===== src/rtl/player_anim_pkg.sv =====
// Shared types and constants for the player sprite animation sequencer.
package player_anim_pkg;

  typedef enum logic [1:0] {
    IDLE  = 2'd0,
    WALK  = 2'd1,
    AIR   = 2'd2,
    DYING = 2'd3
  } anim_state_t;

  localparam logic [1:0] FRM_STAND = 2'd0;
  localparam logic [1:0] FRM_WALKA = 2'd1;
  localparam logic [1:0] FRM_WALKB = 2'd2;
  localparam logic [1:0] FRM_AIR   = 2'd3;

endpackage


===== src/rtl/frame_event_detect.sv =====
// Rising-edge detector on the start-of-frame strobe: one event per frame,
// no matter how many cycles the strobe stays high.
module frame_event_detect (
  input  logic clk,
  input  logic reset,
  input  logic sof,
  output logic frm_ev
);

  logic sof_prev;

  // NOTE: sequential state uses non-blocking assignments so every register samples pre-edge values.
  always_ff @(posedge clk) begin
    if (reset) sof_prev <= 1'b0;
    else       sof_prev <= sof;
  end

  assign frm_ev = sof & ~sof_prev;

endmodule


===== src/rtl/player_anim_ctrl.sv =====
// Player sprite sequencer: motion state, facing, walk-cycle phase and death
// blink, advanced once per VGA frame; plus the mirrored bitmap X offset.
module player_anim_ctrl
  import player_anim_pkg::*;
#(
  parameter int FRAMES_PER_STEP = 6,
  parameter int DEATH_FRAMES    = 60,
  parameter int BLINK_PERIOD    = 4,
  parameter int SPRITE_W_BITS   = 5
) (
  input  logic        clk,
  input  logic        reset,
  input  logic        startOfFrame,
  input  logic        moveLeft,
  input  logic        moveRight,
  input  logic        onGround,
  input  logic        playerDied,
  input  logic [10:0] offsetX,
  output logic [1:0]  frameIdx,
  output logic        mirrorX,
  output logic [10:0] bitmapOffsetX,
  output logic        enableDraw,
  output logic [1:0]  animState,
  output logic        deathDone
);

  localparam int STEP_W  = $clog2(FRAMES_PER_STEP);
  localparam int DEATH_W = $clog2(DEATH_FRAMES);
  localparam logic [STEP_W-1:0]  STEP_LAST  = STEP_W'(FRAMES_PER_STEP - 1);
  localparam logic [DEATH_W-1:0] DEATH_LAST = DEATH_W'(DEATH_FRAMES - 1);

  logic frm_ev;

  anim_state_t        state, state_next;
  logic [1:0]         frame_idx, frame_next;
  logic               mirror, mirror_next;
  logic               enable, enable_next;
  logic               done, done_next;
  logic [STEP_W-1:0]  step_cnt, step_next;
  logic [DEATH_W-1:0] death_cnt, death_next;

  logic move_one;
  logic death_last;
  logic blink_edge;

  frame_event_detect u_frame_event_detect (
    .clk    (clk),
    .reset  (reset),
    .sof    (startOfFrame),
    .frm_ev (frm_ev)
  );

  assign move_one   = moveLeft ^ moveRight;
  assign death_last = (death_cnt == DEATH_LAST);
  assign blink_edge = (int'(death_cnt) % BLINK_PERIOD) == (BLINK_PERIOD - 1);

  always_ff @(posedge clk) begin
    if (reset) begin
      state     <= IDLE;
      frame_idx <= FRM_STAND;
      mirror    <= 1'b0;
      enable    <= 1'b1;
      done      <= 1'b0;
      step_cnt  <= '0;
      death_cnt <= '0;
    end else begin
      state     <= state_next;
      frame_idx <= frame_next;
      mirror    <= mirror_next;
      enable    <= enable_next;
      done      <= done_next;
      step_cnt  <= step_next;
      death_cnt <= death_next;
    end
  end

  // NOTE: every combinational output gets a default first, so no path can infer a latch.
  always_comb begin
    state_next = state;
    if (frm_ev) begin
      case (state)
        DYING: if (death_last) state_next = IDLE;
        default: begin
          if (playerDied)     state_next = DYING;
          else if (!onGround) state_next = AIR;
          else if (move_one)  state_next = WALK;
          else                state_next = IDLE;
        end
      endcase
    end
  end

  always_comb begin
    frame_next  = frame_idx;
    mirror_next = mirror;
    enable_next = enable;
    done_next   = 1'b0;
    step_next   = step_cnt;
    death_next  = death_cnt;

    if (frm_ev) begin
      if (state == DYING) begin
        // Inputs are ignored until the blink sequence runs out.
        if (death_last) begin
          enable_next = 1'b1;
          death_next  = '0;
          frame_next  = FRM_STAND;
          done_next   = 1'b1;
        end else begin
          death_next = death_cnt + 1'b1;
          if (blink_edge) enable_next = ~enable;
        end
      end else begin
        if (moveLeft && !moveRight)      mirror_next = 1'b1;
        else if (moveRight && !moveLeft) mirror_next = 1'b0;

        case (state_next)
          DYING: begin
            death_next = '0;
            step_next  = '0;
          end
          AIR: begin
            frame_next = FRM_AIR;
            step_next  = '0;
          end
          WALK: begin
            if (state != WALK) begin
              frame_next = FRM_WALKA;
              step_next  = '0;
            end else if (step_cnt == STEP_LAST) begin
              frame_next = (frame_idx == FRM_WALKA) ? FRM_WALKB : FRM_WALKA;
              step_next  = '0;
            end else begin
              step_next = step_cnt + 1'b1;
            end
          end
          default: begin
            frame_next = FRM_STAND;
            step_next  = '0;
          end
        endcase
      end
    end
  end

  assign frameIdx   = frame_idx;
  assign mirrorX    = mirror;
  assign enableDraw = enable;
  assign animState  = state;
  assign deathDone  = done;

  // Mirroring flips the X position within one sprite; the sprite index bits stay put.
  assign bitmapOffsetX = mirror
      ? {offsetX[10:SPRITE_W_BITS], ~offsetX[SPRITE_W_BITS-1:0]}
      : offsetX;

endmodule

===== config.mk =====
export PLATFORM = sky130hd
export DESIGN_NAME = player_anim_ctrl
export DESIGN_NICKNAME = d
export VERILOG_FILES = /design/src/rtl/player_anim_pkg.sv /design/src/rtl/frame_event_detect.sv /design/src/rtl/player_anim_ctrl.sv
export SDC_FILE = /design/constraint.sdc
export NUM_CORES = 1
export LEC_CHECK = 0
export CAP_MARGIN = 20
export CORE_ASPECT_RATIO = 1.25
export CORE_MARGIN = 2
export CORE_UTILIZATION = 35
export CTS_CLUSTER_SIZE = 16
export DETAILED_ROUTE_END_ITERATION = 16
export HOLD_SLACK_MARGIN = 0.03
export PLACE_DENSITY = 0.67
export REMOVE_ABC_BUFFERS = 1
export SYNTH_ARGS = -nofsm -noshare
export SYNTH_HDL_FRONTEND = slang
export SYNTH_SLANG_ARGS = --single-unit

===== constraint.sdc =====
create_clock -name clk -period 2.83 [get_ports clk]
set_input_delay 0.566 -clock clk [delete_from_list [all_inputs] [get_ports clk]]
set_output_delay 0.566 -clock clk [all_outputs]
set_load 0.02 [all_outputs]

* Yosys cells after proc, flatten, opt, wreduce, memory -nomap -nowiden *
Cells that the tools add are included.

storage, ports and cells
  bits in registers = 17
  input port bits = 18

cells by class
  add/subtract/negate cells = 2
  reduce and logical (&&, ||, !) cells = 13
  multiplexer cells = 24
  bitwise gates (word level) = 7
  equality and inequality tests = 12

operators with widths
  cell                                            number
  two-way mux 2 bit                               10
  two-way mux 6 bit                               3
  two-way mux 3 bit                               3
  adder 6 x 1 -> 6 bit (second input constant)    1
  == test 2 x 1 -> 1 bit (second input constant)  3
  == test 2 bit (second input constant)           3
  == test 6 bit (second input constant)           1
  two-way mux 1 bit                               6
  case mux 2 bit (3 select lines)                 1
  AND reduction 3 bit                             2
  nonzero test 2 bit                              3
  two-way mux 5 bit                               1
  NOT 5 bit                                       1
  != test 2 bit (second input constant)           2
  != test 4 bit (second input constant)           1
  NOT 1 bit                                       4
  AND reduction 2 bit                             2
  AND reduction 4 bit                             1
  adder 3 x 1 -> 3 bit (second input constant)    1
  == test 3 bit (second input constant)           1
  OR reduction 3 bit                              1
  logical AND 1 bit                               2
  zero test 1 bit                                 2
  != test 2 x 1 -> 1 bit (second input constant)  1
  2 further kinds                                 2

* Longest topological paths before layout *
Gate-level depths: netlist of the first run.

  depth after elaboration = 9
  depth in mapped cells = 10
  gate-level depth less buffers = 10

* By module *
From an unflattened synthesis of the first run, not the netlist that was laid out.

second synthesis, totals
  cells, all modules = 124
  area total of the unflattened synthesis = 1,088.5 µm²

modules (own cells, without submodules)
  module              instances  cells each  area an instance (µm²)
  player_anim_ctrl    1          121         1,041.0
  frame_event_detect  1          3           47.5

* Worst setup path after synthesis of the first run *
OpenSTA, ideal clock, no wires.

  path type = input port to flip-flop
  from = input port moveRight
  to = register step_cnt[0]
  data arrival time = 2.097 ns
  stages = 9
  library setup time = 0.071 ns
  setup slack = 0.662 ns
  data required time = 2.759 ns
  path through = inv_1 ha_1 inv_1 a21oi_1 o211ai_1 ha_1 nand3b_4 or4_1 a21oi_1

on the way
  cells in the longest elaborated chain, start to end = 8

ends and longest elaborated chain
  element                 RTL line                 text
  start: declaration      player_anim_ctrl.sv:15   input logic moveRight,
  bitwise XOR 1 bit       player_anim_ctrl.sv:53   assign move_one = moveLeft ^ moveRight;
  two-way mux 1 bit       player_anim_ctrl.sv:86   else if (move_one) state_next = WALK;
  two-way mux 2 bit       player_anim_ctrl.sv:85   else if (!onGround) state_next = AIR;
  two-way mux 2 bit       player_anim_ctrl.sv:84   if (playerDied) state_next = DYING;
  two-way mux 2 bit       player_anim_ctrl.sv:81   case (state)
  two-way mux 2 bit       player_anim_ctrl.sv:80   if (frm_ev) begin
  net state_next[0]       player_anim_ctrl.sv:34   anim_state_t state, state_next;
  == test 2 x 1 -> 1 bit  player_anim_ctrl.sv:117  case (state_next)
  two-way mux 3 bit       player_anim_ctrl.sv:117
  end signal: assignment  player_anim_ctrl.sv:72   step_cnt <= step_next;
  end: declaration        player_anim_ctrl.sv:39   logic [STEP_W-1:0] step_cnt, step_next;

The timed path passes the listed nets, and every way through them passes these cells.
A chain may end at the register's enable or synchronous reset.

* Worst setup path in the final report of the first run *
Same ends and word-level chain as after synthesis.

==> flow_summary.yaml, run 1 <==
floorplanning:
  start_util_pct: 36.1
  die_h_um: 65.3
  dieWidth_um: 53.1
  rows: 22
  core_um2: 2920
  die_area_um2: 3470
  ioPinCount: 36
clocking:
  post_cts_buffers: 0
  clockRootBuffer: "clkbuf_4"
  cts_sinks: 17
  holdBufCountCts: 0
  clk_latency_ns: 0.28
  numCtsBuffers: 3
  cts-htree-levels: 1
  clk_pin_slew_ns: 0.10
  cts_tree: "done"
  clock_path_buffers: 2
  cts_resized: 0
layout:
  fill_cells: 302
  seqCellArea_um2: 340
  multi_input_area_um2: 618
  area.growth.synth_to_final_pct: 25.3
  antenna_cells: 0
  nets: 166
  final_core_util_pct: 45.2
  drive_above_1_share_pct: 9.93
  final_cells: 177
setup_path:
  crit_type: "in -> reg"
  worstPathRequired_ns: 3.04
  crit_path_end_kind: "flip-flop"
  critPathSlowestCell: "clkdlybuf4s50_1"
  critPathMaxStageDelay_ns: 0.45
  crit_chain: "clkdlybuf4s50_1, inv_1, ha_1, inv_1, a21oi_1, o211ai_1, ha_1, nand3b_4, or4_1, a21oi_1"
  startpoint_type: "input pin"
  arrival_ns: 2.70
  cp_max_fo: 5
sta:
  fin_crit_sh_pct: 87.9
  relSlewSlack_pct: 66.6
  worst_pin_slew_ns: 0.500
  setup_violations: 0
  fin_crit_ns: 2.49
  setup_tns_ns: 0
  skew_ns: 0.00803
  rsz0062_at_grt: "no"
  finalHoldViolCount: 0
  drv_slew: 0
  max_freq_mhz: 402
logic_synthesis:
  yosysWarnings: 0
  ys.flop_type: "dfxtp_1"
  yosysUniqueCellTypes: 39
  seq_area_frac_synth_pct: 32.3
  ys_ff_latch: 17
  syn_area_per_cell_um2: 8.85
  async_flop_share_pct: 0
  synth_edf_count: 0
  syn_inst: 119
  syn_area_um2: 1050
place:
  gp_congestion: 0.800
  hpwl_um: 1690
  dp.cells: 173
  port_buffers: 23
route:
  wl_per_cell_um: 12.1
  vias: 880
  avgViaCountPerCell: 4.97
  drtIter0Drc: 12
  drtAntennaViolNets: 0
  drt_wl_total_um: 2140
  drc: 0
  dr.pass1.iters: 4
status:
  status: "complete, no violations"
hold_path:
  hold_path_class: "reg -> reg"
global_routing:
  grt.overflow.total: 0
  grt_pass1_vias: 848
  antenna_found_initial: 0
  grt_max_degree: 15
  grt.total_usage_pct: 13.8
  grt_pass1_wl_um: 3640
power:
  powerDensity_nw_per_um2: 393
  ir_worst_vdd_v: 0.000204
  leakagePower_nw: 0.529
run:
  drv_cap: 0
[cells in the final DEF, fill, tap and decap left out, drive strengths merged, types with 2 or more instances in the layout]
cell type	count
nand2b	5
xnor2	5
xor2	5
ha	6
nand2	4
inv	4
nand3	2
o211ai	3
dfxtp	17
buf	6
clkbuf	4
nor2b	4
o21ai	4
nor3b	2
nand3b	2
a21oi	6
clkdlybuf4s50	23
nor2	13
nor4	3
mux2i	4
nor3	5
[registers in the layout (all words and copies together), names as in the netlist]
name / count
deathDone: 1
death_cnt: 6
animState: 2
mirrorX: 1
frameIdx: 2
u_frame_event_detect.sof_prev: 1
enableDraw: 1
step_cnt: 3
[cell families after synthesis]
logic type / Yosys count / synth area share [%]
compound gates: 19 / 11.9
xor+xnor: 10 / 8.31
fa+ha+maj: 6 / 7.13
buf+inv: 15 / 9.03
flops: 17 / 32.3
mux: 5 / 4.87
simple gates: 47 / 26.5
[Yosys cell counts (all sizes together), types with 2 or more instances]
library cell / instances / share of area, %
xor2: 5 / 4.2
nor2b: 4 / 2.4
a21oi: 6 / 3.2
buf: 9 / 6.9
ha: 6 / 7.1
inv: 4 / 1.4
mux2i: 4 / 3.8
nand2: 4 / 1.4
nand3: 2 / 0.95
o21ai: 4 / 1.9
dfxtp: 17 / 32
nor4: 3 / 2.4
nand2b: 5 / 3.0
o211ai: 3 / 2.1
xnor2: 5 / 4.2
nor2: 13 / 4.6
nor3: 5 / 2.4
clkbuf: 2 / 0.71
nor3b: 2 / 1.4
nand3b: 2 / 2.6
[path summary, 6_finish.rpt]
check        slack (ns)          end    startpoint  depth (start not counted)
max                0.34  step_cnt[0]     moveRight                         10
min reg2reg        0.52  frameIdx[0]   frameIdx[0]                          2
min                0.52  frameIdx[0]   frameIdx[0]                          2
max reg2reg        0.54  step_cnt[0]  animState[0]                          6
[cell type report]
class | count | share of cell area, %
well taps | 36 | 3.41
inverters | 4 | 1.14
flip-flops and latches | 17 | 25.8
multi-input cells | 87 | 46.8
repair buffers | 29 | 20.9
clock buffers | 4 | 1.99
[worst max-delay path, delay by kind of cell]
kind	cells	cell delay (ns)
buffers and inverters	3	0.55
adder cells (fa/ha/maj)	2	0.55
AO/OA/AOI/OAI	3	0.53
AND/OR/NAND/NOR	2	0.53
[through the flow]
stage,worst slack [ns],hold WS [ns],total power [mW],area (µm²)
after floorplan,0.532,0.473,0.337,973
after global placement,0.0701,0.491,0.399,1290
after detailed placement,0.0374,0.500,0.400,1290
after CTS,0.351,0.514,0.527,1320
after global routing,0.190,0.560,0.556,1320
final,0.342,0.517,0.519,1320
[routing by layer]
layer  wire (µm)  GRT usage [%]
met1         951           16.3
met2        1010           22.7
met3         151           3.64
met4          27           6.73
met5           0              0
[power breakdown]
part | internal [mW] | switching (mW) | total, mW
registers | 0.246 | 0.0138 | 0.260
logic | 0.0710 | 0.0626 | 0.134
clock network | 0.0547 | 0.0706 | 0.125
total | 0.372 | 0.147 | 0.519
Note: power is estimated with default switching activity, not from simulation.
==> inputs of run 2 (changes only) <==
--- a/config.mk
+++ b/config.mk
@@ -9,7 +9,8 @@
 export CORE_ASPECT_RATIO = 1.25
 export CORE_MARGIN = 2
 export CORE_UTILIZATION = 35
-export CTS_CLUSTER_SIZE = 16
+export CTS_BUF_LIST = sky130_fd_sc_hd__clkbuf_4
+export CTS_CLUSTER_SIZE = 20
 export DETAILED_ROUTE_END_ITERATION = 16
 export HOLD_SLACK_MARGIN = 0.03
 export PLACE_DENSITY = 0.67
==> run 2 against run 1 <==
  * Sequential power about the same
  * Flip-flop and latch count did not move
  * Largest cell class unchanged
  * Critical path depth is the same
  * Worst setup slack better by 0.0022 ns
  * Sequential share of layout area shrank 0.073 points
  * Core utilization grew 0.13 points
  * Design area up 0.28%
  * Clock power rose by 8%
  * Fmax about the same
  * Largest power group unchanged
  * Hold slack is essentially flat
  * Critical endpoint unchanged
  * Highest routed layer unchanged
  * First-iteration DRC count increased by 50%
  * Critical path type unchanged
  * Clock skew down 0.00063 ns
==> flow_summary.yaml, run 2 (synthesis gave the netlist of run 1 again) <==
route:
  drtIter0Drc: 18
  drc: 0
  wl_met2_um: 988
  met1_length_um: 943
  avgViaCountPerCell: 4.94
  vias: 875
  drtAntennaViolNets: 0
  highest_layer: "met4"
  wl_per_cell_um: 12.0
  drt_wl_total_um: 2130
  route.met3.wl_um: 166
  dr.pass1.iters: 5
hold_path:
  hold_path_class: "reg -> reg"
layout:
  area.growth.synth_to_final_pct: 25.7
  largest_reg_flops: 6
  design_area_um2: 1320
  drive_above_1_share_pct: 10.6
  final_common_cell: "clkdlybuf4s50_1"
  nets: 166
  regMostFlops: "death_cnt"
  antenna_cells: 0
  largest_registers: "death_cnt x6, step_cnt x3"
  final_cells: 177
  final_cell_mix: "clkdlybuf4s50_1, dfxtp_1, nor2_1"
sta:
  finalHoldViolCount: 0
  rsz0062_at_grt: "no"
  drv_slew: 0
  skew_ns: 0.00740
  setup_violations: 0
  setup_tns_ns: 0
  fin_crit_ns: 2.49
  max_freq_mhz: 402
  relSlewSlack_pct: 66.5
  fin_crit_sh_pct: 87.8
  worst_pin_slew_ns: 0.502
power:
  ir_worst_vdd_v: 0.000191
  power.internal_mw: 0.382
  powerDensity_nw_per_um2: 399
  seqPwrFrac_pct: 49.2
  combPwrFrac_pct: 25.2
  netSwitchingFraction_pct: 27.8
  p_clk_share_pct: 25.6
  power_switching_mw: 0.147
  leakagePower_nw: 0.532
place:
  dp.cells: 173
  place_area_um2: 1290
  hpwl_um: 1690
  gp_congestion: 0.800
  port_buffers: 23
floorplanning:
  core_um2: 2920
  start_util_pct: 36.1
  rows: 22
  dieWidth_um: 53.1
  ioPinCount: 36
  die_area_um2: 3470
  die_h_um: 65.3
setup_path:
  arrival_ns: 2.70
  crit_chain: "clkdlybuf4s50_1, inv_1, ha_1, inv_1, a21oi_1, o211ai_1, ha_1, nand3b_4, or4_1, a21oi_1"
  crit_type: "in -> reg"
  cp_max_fo: 5
  critPathMaxStageDelay_ns: 0.45
  startpoint_type: "input pin"
  crit_path_end_kind: "flip-flop"
  worstPathRequired_ns: 3.05
  critical_path.top_delay_family: "buffers and inverters"
  path_buf_inv: 3
  critPathSlowestCell: "clkdlybuf4s50_1"
clocking:
  cts_sinks: 17
  clk_pin_slew_ns: 0.10
  holdBufCountCts: 0
  cts-htree-levels: 1
  clock_path_buffers: 2
  clockRootBuffer: "clkbuf_4"
  post_cts_buffers: 0
  cts_tree: "done"
  numCtsBuffers: 3
  cts_resized: 0
  clk_latency_ns: 0.28
global_routing:
  grt_max_degree: 15
  grt.total_usage_pct: 13.7
  grt_pass1_wl_um: 3640
  antenna_found_initial: 0
  grt_pass1_vias: 845
  grt.overflow.total: 0
status:
  status: "complete, no violations"
run:
  drv_cap: 0
## run 2: cell count changes in the layout (fill, tap and decap cells not counted)
cell      change
clkbuf_4      +1
clkbuf_1      -1
## run 2: path summary, 6_finish.rpt
| check | depth (start not counted) | startpoint | end | slack (ns) |
|---|---|---|---|---|
| worst max-delay path | 10 | moveRight | step_cnt[0] | 0.34 |
| worst min-delay path | 2 | frameIdx[0] | frameIdx[0] | 0.52 |
| worst max register to register | 6 | animState[0] | step_cnt[0] | 0.54 |
| worst min register to register | 2 | frameIdx[0] | frameIdx[0] | 0.52 |
## run 2: power by group through the flow
stage | registers, mW | logic (mW) | clock network (mW)
after detailed placement | 0.266 | 0.134 | 0
after global placement | 0.266 | 0.133 | 0
after CTS | 0.260 | 0.135 | 0.140
after global routing | 0.262 | 0.148 | 0.154
after floorplan | 0.269 | 0.0682 | 0
final | 0.260 | 0.134 | 0.135
## run 2: layout make-up
type	count	area, µm²
timing repair buffer	29	275
fill	300	1590
inverter	4	15.0
multi-input combinational	87	618
clock buffer	4	30.0
sequential	17	340
tap	36	45.0
## run 2: through the flow
step                      setup slack [ns]  power, mW  util (%)  hold slack, ns
after CTS                            0.347      0.536      45.4           0.514
after global placement              0.0701      0.399      44.3           0.491
after floorplan                      0.532      0.337         -           0.473
final                                0.344      0.529      45.4           0.516
after global routing                 0.187      0.564      45.4           0.560
after detailed placement            0.0374      0.400      44.3           0.500
## run 2: per-layer routing
metal / GRT usage (%) / vias to the layer above
li1: - / 453
met1: 16.3 / 379
met2: 22.7 / 41
met5: 0 / -
met4: 5.77 / 0
met3: 3.64 / 2
## run 2: tightest hold or removal path: stages, from the launching register on
cell,delay (ns)
dfxtp_1,0.34
nand2b_1,0.07
mux2i_1,0.06
